===== src/rtl/ddr_handshake_tx_ctrl_pkg.sv =====
// Shared types and constants for the REQ/ACK source-side handshake controller.
// Imported by the interface, the ACK synchronizer and the controller top.
package ddr_handshake_pkg;

  typedef enum logic [1:0] {
    ST_IDLE   = 2'd0,
    ST_SETUP  = 2'd1,
    ST_REQ_HI = 2'd2,
    ST_REQ_LO = 2'd3
  } hs_state_e;

  localparam int XFER_COUNT_W    = 16;
  localparam int DEF_DATA_WIDTH  = 24;
  localparam int DEF_SYNC_STAGES = 4;

endpackage


===== src/rtl/ddr_handshake_tx_ctrl_if.sv =====
// Word-input, far-domain request/acknowledge and status bundle of the controller.
// master = controller side, slave = producer / far-domain side.
interface ddr_handshake_tx_ctrl_if
  import ddr_handshake_pkg::*;
#(
  parameter int DATA_WIDTH = DEF_DATA_WIDTH
);

  logic [DATA_WIDTH-1:0]   DIN;
  logic                    DIN_VALID;
  logic                    DIN_READY;
  logic [DATA_WIDTH-1:0]   XFER_DATA;
  logic                    XFER_REQ;
  logic                    XFER_ACK_ASYNC;
  logic                    BUSY;
  logic [XFER_COUNT_W-1:0] XFER_COUNT;
  logic                    ERR_CLR;
  logic                    TIMEOUT;
  logic                    ERR;

  modport master (
    input  DIN, DIN_VALID, XFER_ACK_ASYNC, ERR_CLR,
    output DIN_READY, XFER_DATA, XFER_REQ, BUSY, XFER_COUNT, TIMEOUT, ERR
  );

  modport slave (
    output DIN, DIN_VALID, XFER_ACK_ASYNC, ERR_CLR,
    input  DIN_READY, XFER_DATA, XFER_REQ, BUSY, XFER_COUNT, TIMEOUT, ERR
  );

endinterface


===== src/rtl/ddr_handshake_tx_ctrl_ack_sync.sv =====
// Multi-stage synchronizer bringing the far-domain ACK into CLK, plus a primed
// flag that rises once the chain has been refilled after reset.
module ddr_handshake_ack_sync
  import ddr_handshake_pkg::*;
#(
  parameter int SYNC_STAGES = DEF_SYNC_STAGES
) (
  input  logic CLK,
  input  logic RST_N,
  input  logic ack_async,
  output logic ack_sync,
  output logic primed
);

  (* ASYNC_REG = "TRUE", shreg_extract = "no" *)
  logic [SYNC_STAGES-1:0] sync_r;
  logic [SYNC_STAGES-1:0] prime_r;

  // sync_r is only trustworthy once prime_r has shifted a 1 through the same depth
  always_ff @(posedge CLK or negedge RST_N) begin
    if (!RST_N) begin
      sync_r  <= '0;
      prime_r <= '0;
    end else begin
      sync_r  <= {sync_r[SYNC_STAGES-2:0], ack_async};
      prime_r <= {prime_r[SYNC_STAGES-2:0], 1'b1};
    end
  end

  assign ack_sync = sync_r[SYNC_STAGES-1];
  assign primed   = prime_r[SYNC_STAGES-1];

endmodule


===== src/rtl/ddr_handshake_tx_ctrl.sv =====
// Four-phase REQ/ACK source controller driving a held word into another clock domain.
// Optional per-phase abort enabled by defining HANDSHAKE_TIMEOUT_EN.
module ddr_handshake_tx_ctrl
  import ddr_handshake_pkg::*;
#(
  parameter int DATA_WIDTH     = DEF_DATA_WIDTH,
  parameter int SYNC_STAGES    = DEF_SYNC_STAGES,
  parameter int TIMEOUT_CYCLES = 1023
) (
  input logic                     CLK,
  input logic                     RST_N,
  ddr_handshake_tx_ctrl_if.master bus
);

  hs_state_e               state_r;
  hs_state_e               state_nxt_s;
  logic                    ack_s;
  logic                    primed_s;
  logic                    phase_expired_s;
  logic                    accept_s;
  logic                    req_set_s;
  logic                    req_clr_s;
  logic                    count_inc_s;
  logic                    timeout_hit_s;
  logic                    ready_nxt_s;
  logic [DATA_WIDTH-1:0]   xfer_data_r;
  logic                    xfer_req_r;
  logic                    din_ready_r;
  logic [XFER_COUNT_W-1:0] xfer_count_r;
  logic                    timeout_r;
  logic                    err_r;

  ddr_handshake_ack_sync #(
    .SYNC_STAGES (SYNC_STAGES)
  ) u_ack_sync (
    .CLK       (CLK),
    .RST_N     (RST_N),
    .ack_async (bus.XFER_ACK_ASYNC),
    .ack_sync  (ack_s),
    .primed    (primed_s)
  );

  always_ff @(posedge CLK or negedge RST_N) begin
    if (!RST_N) begin
      state_r <= ST_IDLE;
    end else begin
      state_r <= state_nxt_s;
    end
  end

  // On an ACK arriving in the same cycle as expiry, the normal completion wins.
  always_comb begin
    state_nxt_s = state_r;
    case (state_r)
      ST_IDLE: begin
        if (bus.DIN_VALID && din_ready_r) state_nxt_s = ST_SETUP;
        else                              state_nxt_s = ST_IDLE;
      end
      ST_SETUP: state_nxt_s = ST_REQ_HI;
      ST_REQ_HI: begin
        if (ack_s || phase_expired_s) state_nxt_s = ST_REQ_LO;
        else                          state_nxt_s = ST_REQ_HI;
      end
      ST_REQ_LO: begin
        if (!ack_s || phase_expired_s) state_nxt_s = ST_IDLE;
        else                           state_nxt_s = ST_REQ_LO;
      end
      default: state_nxt_s = ST_IDLE;
    endcase
  end

  always_comb begin
    accept_s      = 1'b0;
    req_set_s     = 1'b0;
    req_clr_s     = 1'b0;
    count_inc_s   = 1'b0;
    timeout_hit_s = 1'b0;
    case (state_r)
      ST_IDLE:  accept_s  = bus.DIN_VALID && din_ready_r;
      ST_SETUP: req_set_s = 1'b1;
      ST_REQ_HI: begin
        req_clr_s     = ack_s || phase_expired_s;
        count_inc_s   = ack_s;
        timeout_hit_s = !ack_s && phase_expired_s;
      end
      ST_REQ_LO: timeout_hit_s = ack_s && phase_expired_s;
      default:   accept_s = 1'b0;
    endcase
    // Held low until the synchronizer has refilled, so a stuck-high ACK is never missed.
    ready_nxt_s = (state_nxt_s == ST_IDLE) && primed_s && !ack_s;
  end

  always_ff @(posedge CLK or negedge RST_N) begin
    if (!RST_N) begin
      xfer_data_r  <= '0;
      xfer_req_r   <= 1'b0;
      xfer_count_r <= '0;
      din_ready_r  <= 1'b0;
    end else begin
      if (accept_s) xfer_data_r <= bus.DIN;
      else          xfer_data_r <= xfer_data_r;
      if (req_set_s)      xfer_req_r <= 1'b1;
      else if (req_clr_s) xfer_req_r <= 1'b0;
      else                xfer_req_r <= xfer_req_r;
      if (count_inc_s) xfer_count_r <= xfer_count_r + XFER_COUNT_W'(1);
      else             xfer_count_r <= xfer_count_r;
      din_ready_r <= ready_nxt_s;
    end
  end

`ifdef HANDSHAKE_TIMEOUT_EN
  localparam int                 PHASE_W    = $clog2(TIMEOUT_CYCLES + 1);
  localparam logic [PHASE_W-1:0] PHASE_LAST = PHASE_W'(TIMEOUT_CYCLES - 1);

  logic [PHASE_W-1:0] phase_cnt_r;

  // Restarts on every state change, so each wait phase gets its own budget.
  always_ff @(posedge CLK or negedge RST_N) begin
    if (!RST_N) begin
      phase_cnt_r <= '0;
    end else if (state_nxt_s != state_r) begin
      phase_cnt_r <= '0;
    end else if ((state_r == ST_REQ_HI) || (state_r == ST_REQ_LO)) begin
      phase_cnt_r <= phase_cnt_r + PHASE_W'(1);
    end else begin
      phase_cnt_r <= phase_cnt_r;
    end
  end

  assign phase_expired_s = ((state_r == ST_REQ_HI) || (state_r == ST_REQ_LO)) &&
                           (phase_cnt_r == PHASE_LAST);

  always_ff @(posedge CLK or negedge RST_N) begin
    if (!RST_N) begin
      timeout_r <= 1'b0;
      err_r     <= 1'b0;
    end else begin
      timeout_r <= timeout_hit_s;
      if (timeout_hit_s)    err_r <= 1'b1;
      else if (bus.ERR_CLR) err_r <= 1'b0;
      else                  err_r <= err_r;
    end
  end
`else
  logic [31:0] unused_cfg_s;

  assign phase_expired_s = 1'b0;
  assign timeout_r       = 1'b0;
  assign err_r           = 1'b0;
  assign unused_cfg_s    = 32'(TIMEOUT_CYCLES) ^ {31'd0, bus.ERR_CLR ^ timeout_hit_s};
`endif

  assign bus.DIN_READY  = din_ready_r;
  assign bus.XFER_DATA  = xfer_data_r;
  assign bus.XFER_REQ   = xfer_req_r;
  assign bus.BUSY       = (state_r != ST_IDLE);
  assign bus.XFER_COUNT = xfer_count_r;
  assign bus.TIMEOUT    = timeout_r;
  assign bus.ERR        = err_r;

endmodule


===== src/flat_wrapper.sv =====
// flat-port wrapper written by rule: the top's interface ports become plain ports
module ddr_handshake_tx_ctrl_flat import ddr_handshake_pkg::*;
#(
  parameter int DATA_WIDTH     = DEF_DATA_WIDTH,
  parameter int SYNC_STAGES    = DEF_SYNC_STAGES,
  parameter int TIMEOUT_CYCLES = 1023
)
  (CLK, RST_N, bus_DIN, bus_DIN_VALID, bus_XFER_ACK_ASYNC, bus_ERR_CLR, bus_DIN_READY, bus_XFER_DATA, bus_XFER_REQ, bus_BUSY, bus_XFER_COUNT, bus_TIMEOUT, bus_ERR);
  ddr_handshake_tx_ctrl_if #(.DATA_WIDTH(DATA_WIDTH)) bus_i ();
  input logic CLK;
  input logic RST_N;
  input wire logic [$bits(bus_i.DIN)-1:0] bus_DIN;
  input wire logic [$bits(bus_i.DIN_VALID)-1:0] bus_DIN_VALID;
  input wire logic [$bits(bus_i.XFER_ACK_ASYNC)-1:0] bus_XFER_ACK_ASYNC;
  input wire logic [$bits(bus_i.ERR_CLR)-1:0] bus_ERR_CLR;
  output wire logic [$bits(bus_i.DIN_READY)-1:0] bus_DIN_READY;
  output wire logic [$bits(bus_i.XFER_DATA)-1:0] bus_XFER_DATA;
  output wire logic [$bits(bus_i.XFER_REQ)-1:0] bus_XFER_REQ;
  output wire logic [$bits(bus_i.BUSY)-1:0] bus_BUSY;
  output wire logic [$bits(bus_i.XFER_COUNT)-1:0] bus_XFER_COUNT;
  output wire logic [$bits(bus_i.TIMEOUT)-1:0] bus_TIMEOUT;
  output wire logic [$bits(bus_i.ERR)-1:0] bus_ERR;
  assign bus_i.DIN = bus_DIN;
  assign bus_i.DIN_VALID = bus_DIN_VALID;
  assign bus_i.XFER_ACK_ASYNC = bus_XFER_ACK_ASYNC;
  assign bus_i.ERR_CLR = bus_ERR_CLR;
  assign bus_DIN_READY = bus_i.DIN_READY;
  assign bus_XFER_DATA = bus_i.XFER_DATA;
  assign bus_XFER_REQ = bus_i.XFER_REQ;
  assign bus_BUSY = bus_i.BUSY;
  assign bus_XFER_COUNT = bus_i.XFER_COUNT;
  assign bus_TIMEOUT = bus_i.TIMEOUT;
  assign bus_ERR = bus_i.ERR;
  ddr_handshake_tx_ctrl #(.DATA_WIDTH(DATA_WIDTH), .SYNC_STAGES(SYNC_STAGES), .TIMEOUT_CYCLES(TIMEOUT_CYCLES)) u_core (.CLK(CLK), .RST_N(RST_N), .bus(bus_i));
endmodule

===== config.mk =====
export PLATFORM = sky130hd
export DESIGN_NAME = ddr_handshake_tx_ctrl_flat
export DESIGN_NICKNAME = d
export VERILOG_FILES = /design/src/rtl/ddr_handshake_tx_ctrl_pkg.sv /design/src/rtl/ddr_handshake_tx_ctrl_if.sv /design/src/rtl/ddr_handshake_tx_ctrl_ack_sync.sv /design/src/rtl/ddr_handshake_tx_ctrl.sv /design/src/flat_wrapper.sv
export SDC_FILE = /design/constraint.sdc
export NUM_CORES = 1
export LEC_CHECK = 0
export BUFFER_PORTS_ARGS = -buffer_cell sky130_fd_sc_hd__buf_4
export CORE_MARGIN = 10
export CORE_UTILIZATION = 46
export DETAILED_ROUTE_END_ITERATION = 16
export MAX_ROUTING_LAYER = met4
export PLACE_DENSITY = 0.86
export SLEW_MARGIN = 10
export SYNTH_ARGS = -nofsm -noshare
export SYNTH_HDL_FRONTEND = slang
export SYNTH_SLANG_ARGS = --single-unit

===== constraint.sdc =====
create_clock -name CLK -period 1.84 [get_ports CLK]
set_input_delay 0.184 -clock CLK [delete_from_list [all_inputs] [get_ports CLK]]
set_output_delay 0.184 -clock CLK [all_outputs]
set_load 0.05 [all_outputs]

### Word-level counts from Yosys, hierarchy flattened

Cells that the tools add are included.

| operators by class | value |
|---|---|
| $add $sub $neg | 1 |
| multiply operators | 0 |
| divide/modulo/power cells | 0 |
| magnitude comparators | 0 |
| eq/ne operators | 3 |
| shifts and indexed selects | 0 |
| mux-type cells | 9 |
| bitwise gates (word level) | 0 |
| reduce and logical (&&, ||, !) cells | 8 |

Operators by type and width:

| kind | number |
|---|---|
| $add 16x1->16 const B | 1 |
| $pmux 2 s4 | 1 |
| $mux 1 | 7 |
| $eq 2x2->1 const B | 2 |
| $logic_not 2->1 | 2 |
| $reduce_bool 2->1 | 2 |
| $logic_and 1x1->1 | 3 |
| $eq 2x1->1 const B | 1 |
| $mux 2 | 1 |
| $logic_not 1->1 | 1 |

| storage, ports and cells | value |
|---|---|
| register bits | 52 |
| bits in latches | 0 |
| memory bits (writable) | 0 |
| ROM bits | 0 |
| output and inout bits | 45 |
| memories | 0 |

### Depth between registers and ports, before layout

| logic depth | value |
|---|---|
| depth in word-level cells | 6 |
| mapped depth | 5 |
| depth with buffers taken out | 4 |

### Modules after synthesis

Synthesis repeated with hierarchy kept, for this count alone.

| unflattened totals | value |
|---|---|
| cell total of the unflattened synthesis | 134 |
| area, all modules | 1,998.2 µm² |

By module, submodules not included:

| module | times used | cells an instance | area each (µm²) | sequential area each (µm²) |
|---|---|---|---|---|
| ddr_handshake_tx_ctrl | 1 | 125 | 1,794.2 | 1,101.1 |
| ddr_handshake_ack_sync | 1 | 9 | 203.9 | 200.2 |

### Worst setup path before layout

No wires, ideal clock.

| timing | value |
|---|---|
| path type | reg2reg |
| start | register u_core.xfer_count_r[2] (netlist: u_core.bus.XFER_COUNT[2]) |
| end | register u_core.xfer_count_r[13] (netlist: u_core.bus.XFER_COUNT[13]) |
| setup time | 141 ps |
| arrival | 1,484 ps |
| setup slack | 215 ps |
| cell stages (with the launch flop) | 6 |
| buffers on the path | 1 |
| period minus slack after synthesis | 1,625 ps |
| cell sequence | dfrtp_1 and4b_1 and4_1 buf_4 nand4_1 xnor2_1 |

| on the way | value |
|---|---|
| cells in the longest elaborated chain, start to end | 1 |

Ends and longest elaborated chain:

| what | RTL line | RTL |
|---|---|---|
| from (decl) | ddr_handshake_tx_ctrl.sv:29 | `logic [XFER_COUNT_W-1:0] xfer_count_r;` |
| from (signal assigned) | ddr_handshake_tx_ctrl.sv:105 | `if (count_inc_s) xfer_count_r <= xfer_count_r + XFER_COUNT_W'(1);` |
| from (signal assigned) | ddr_handshake_tx_ctrl.sv:106 | `else xfer_count_r <= xfer_count_r;` |
| $add 16x1->16 | ddr_handshake_tx_ctrl.sv:105 |  |

Every way passes these cells.
A chain may end at the register's enable or synchronous reset.

### Final worst setup path

| timing | value |
|---|---|
| start | register u_core.state_r[1] |
| end | register u_core.xfer_data_r[4] (netlist: u_core.bus.XFER_DATA[4]) |

| on the way | value |
|---|---|
| cells in the longest elaborated chain, start to end | 2 |

Ends and longest elaborated chain:

| what | RTL line | RTL |
|---|---|---|
| from (decl) | ddr_handshake_tx_ctrl.sv:15 | `hs_state_e state_r;` |
| from (signal assigned) | ddr_handshake_tx_ctrl.sv:47 | `state_r <= state_nxt_s;` |
| $logic_not 2->1 | ddr_handshake_tx_ctrl.sv:78 | `case (state_r)` |
| $mux 1 | ddr_handshake_tx_ctrl.sv:78 |  |
| to (signal assigned) | ddr_handshake_tx_ctrl.sv:100 | `if (accept_s) xfer_data_r <= bus.DIN;` |
| to (signal assigned) | ddr_handshake_tx_ctrl.sv:101 | `else xfer_data_r <= xfer_data_r;` |
| to (decl) | ddr_handshake_tx_ctrl.sv:26 | `logic [DATA_WIDTH-1:0] xfer_data_r;` |

Every way passes these cells.

==> metrics <==
Worst Hold Path EP u_core.bus.XFER_DATA[19]$_DFFE_PN0P_; post-synth top area cell dfrtp_1; Sink Count 52; routed length per instance 15.5 µm; Max Slew Vio Count 0; RR Endpoint u_core.bus.XFER_DATA[4]$_DFFE_PN0P_; Setup crit end kind flip-flop; synthesis warning total 0; Critical Path Fanout Max 13; GRT Residual Overflow 0; Lkg Pwr 1.40 nW; initial drt markers 63; # diodes 0; Crit Path Class reg -> reg; DPL Wire Length 3180 µm; Pwr Total 4.66 mW; relative slew slack 57.8%; R2R Setup Slk 300 ps; pre-CTS setup slack 315 ps; cells along the critical path nor2_1 -> and3_1 -> buf_4 -> mux2_2; min setup slack post-route 304 ps; Hold Path Class in -> reg; clk_lat worst skew 290 ps; core area 4350 µm²; max_cap viols 0; drt first pass iters 4; Total GRT Usage 11.1%; RSZ-0062 raised after global routing false; Final period util 83.5%; Most used DFF post-synth dfrtp_1; worst r2r path cells 4; Worst Path Arrival 1720 ps; synthesized area 2070 µm²; sequential cell area fraction in the yosys report 62.8%; CTS tree built; vias in the first global route 1359; IO Pins 74; total number of vias 1260; Initial Util 47.6%; Port Buffers 70; Area Overhead vs Synth 31.6%; Setup-failing EPs final 0; Routed WL 4090 µm; Min Clock Period, post-route 1540 ps; Critical Path RT 2020 ps; Max H-tree Level 2; Slowest Stage Delay on Critical Path 420 ps; PD cells 1710 nW/µm²; Worst IR Drop VDD 0.941 mV; initial antenna violation count 0; DIE AREA 7590 µm²; TNS Setup 0 ps; slowest cell on the critical path dfrtp_1; Max Fclk 651 MHz; worst r2r src u_core.state_r[1]$_DFF_PN0_; clock buffer count from CTS 5; top-area cell type share of the netlist area 62.8%; DRC viols 0; EDFF count, synth 0; Async S/R FF share, synth 100%; largest net degree at the start of global routing 53; outcome complete, no violations; #FFs+latches synth 52; Worst setup SP type flip-flop; FP Rows 24; first-pass GRT wire length 6560 µm; Layout fillers 340; Clock Skews 5.94 ps; hold_sp bus_DIN[19]; die width 87.1 µm; Routed Antenna Nets 0; drt via density 4.77; Worst Setup SP u_core.state_r[1]$_DFF_PN0_; Root Driver clkbuf_8; RePlAce Congestion 0.713; Multi-input gate area 689 µm²; layout cells sized above 1 50.5%; actual slew at the worst max-slew pin 633 ps; postcts setup bufs 0; final hold violation count 0; Gate Count Post-Synth 136; Longest Clk Path Bufs 2; synth unique cells 25; sequential cell area 1300 µm²; syn_area_per_cell 15.2 µm²; worst hold path cell count 2; synth top area cells dfrtp_1, mux2_4, xnor2_1, mux2_2, buf_12; Clk pin slew, worst setup/hold paths 80 ps; Final #Nets 242; die height 87.1 µm
-- area by class of cell --
cell class              instances  area share [%]
multi-input cells              76            25.3
well taps                      52            2.39
clock buffers                   7            3.53
inverters                       2           0.275
repair buffers                 75            20.8
flip-flops and latches         52            47.7
-- sequential cells by signal (all words and copies together), names as in the netlist --
name,flops
u_core.u_ack_sync.prime_r,4
u_core.u_ack_sync.sync_r,4
u_core.bus.DIN_READY,1
u_core.bus.XFER_DATA,24
u_core.bus.XFER_REQ,1
u_core.state_r,2
u_core.bus.XFER_COUNT,16
-- layer usage --
metal	vias up	global-route usage (%)	wire length [µm]
met5	-	-	0
met4	0	1.74	25
met3	5	4.31	223
met2	38	18.0	2080
met1	610	13.2	1760
li1	607	-	-
-- synthesized netlist by cell type (2+ instances only) --
cell and count:
nand2_1 6, mux2_2 7, conb_1 2, inv_1 2, xor2_1 2, dfrtp_1 52, nor2_1 3, a21oi_1 2
nand3_1 4, mux2_4 18, and3_1 6, nand4_1 4, buf_4 3, buf_12 2, xnor2_1 13
-- worst max-delay path by stage --
| stage | end | slack (ps) | depth (start not counted) |
|---|---|---|---|
| after global routing | u_core.bus.XFER_DATA[0]$_DFFE_PN0P_ | 210 | 4 |
| after global placement | u_core.bus.XFER_DATA[1]$_DFFE_PN0P_ | 340 | 4 |
| final | u_core.bus.XFER_DATA[4]$_DFFE_PN0P_ | 300 | 4 |
| after floorplan | u_core.bus.XFER_COUNT[13]$_DFFE_PN0P_ | 220 | 5 |
| after detailed placement | u_core.bus.XFER_DATA[3]$_DFFE_PN0P_ | 310 | 4 |
| after CTS | u_core.bus.XFER_DATA[3]$_DFFE_PN0P_ | 290 | 4 |
-- placed cells by master (no fill, tap or decap), types with 2 or more instances in the layout --
cell type / count
a21oi_1: 2
xor2_1: 2
xnor2_1: 13
and3_1: 6
dfrtp_1: 52
buf_4: 73
dlygate4sd3_1: 2
nor2_1: 3
conb_1: 3
nand2_1: 6
nand4_1: 4
inv_1: 2
clkbuf_8: 7
nand3_1: 4
mux2_2: 7
mux2_4: 18
-- cell families after synthesis --
logic type | synth area share [%]
simple gates | 8.21
flops | 62.8
mux | 16.8
buf+inv | 4.16
compound gates | 0.724
fa+ha+maj | 0.603
other cells | 0.362
xor+xnor | 6.34
-- timing repair --
item,CTS,global route
resized for setup,0,0
hold buffers,2,0
endpoints found under the setup margin,0,0
hold endpoints to repair,53,0
-- per-stage QoR --
stage	utilization (%)	cells	cell area (µm²)	hold WS, ps
after floorplan	-	137	2080	-112
after global placement	60.0	255	2610	245
after detailed placement	60.0	255	2610	252
after CTS	62.6	264	2730	101
after global routing	62.6	264	2730	93.9
final	62.6	264	2730	113
-- worst max-delay path: cells and delay by family (launching register included) --
| family | cells | cell delay (ps) |
|---|---|---|
| mux | 1 | 360 |
| buf+inv | 1 | 250 |
| simple gates | 2 | 390 |
| flops | 1 | 420 |
-- report_power, final --
group          total (mW)  internal (mW)  leakage [nW]  switching [mW]
sequential           1.71           1.48         0.680           0.234
clock               0.667          0.335        0.0503           0.332
combinational        2.28          0.804         0.673            1.47
Note: power is estimated with default switching activity, not from simulation.
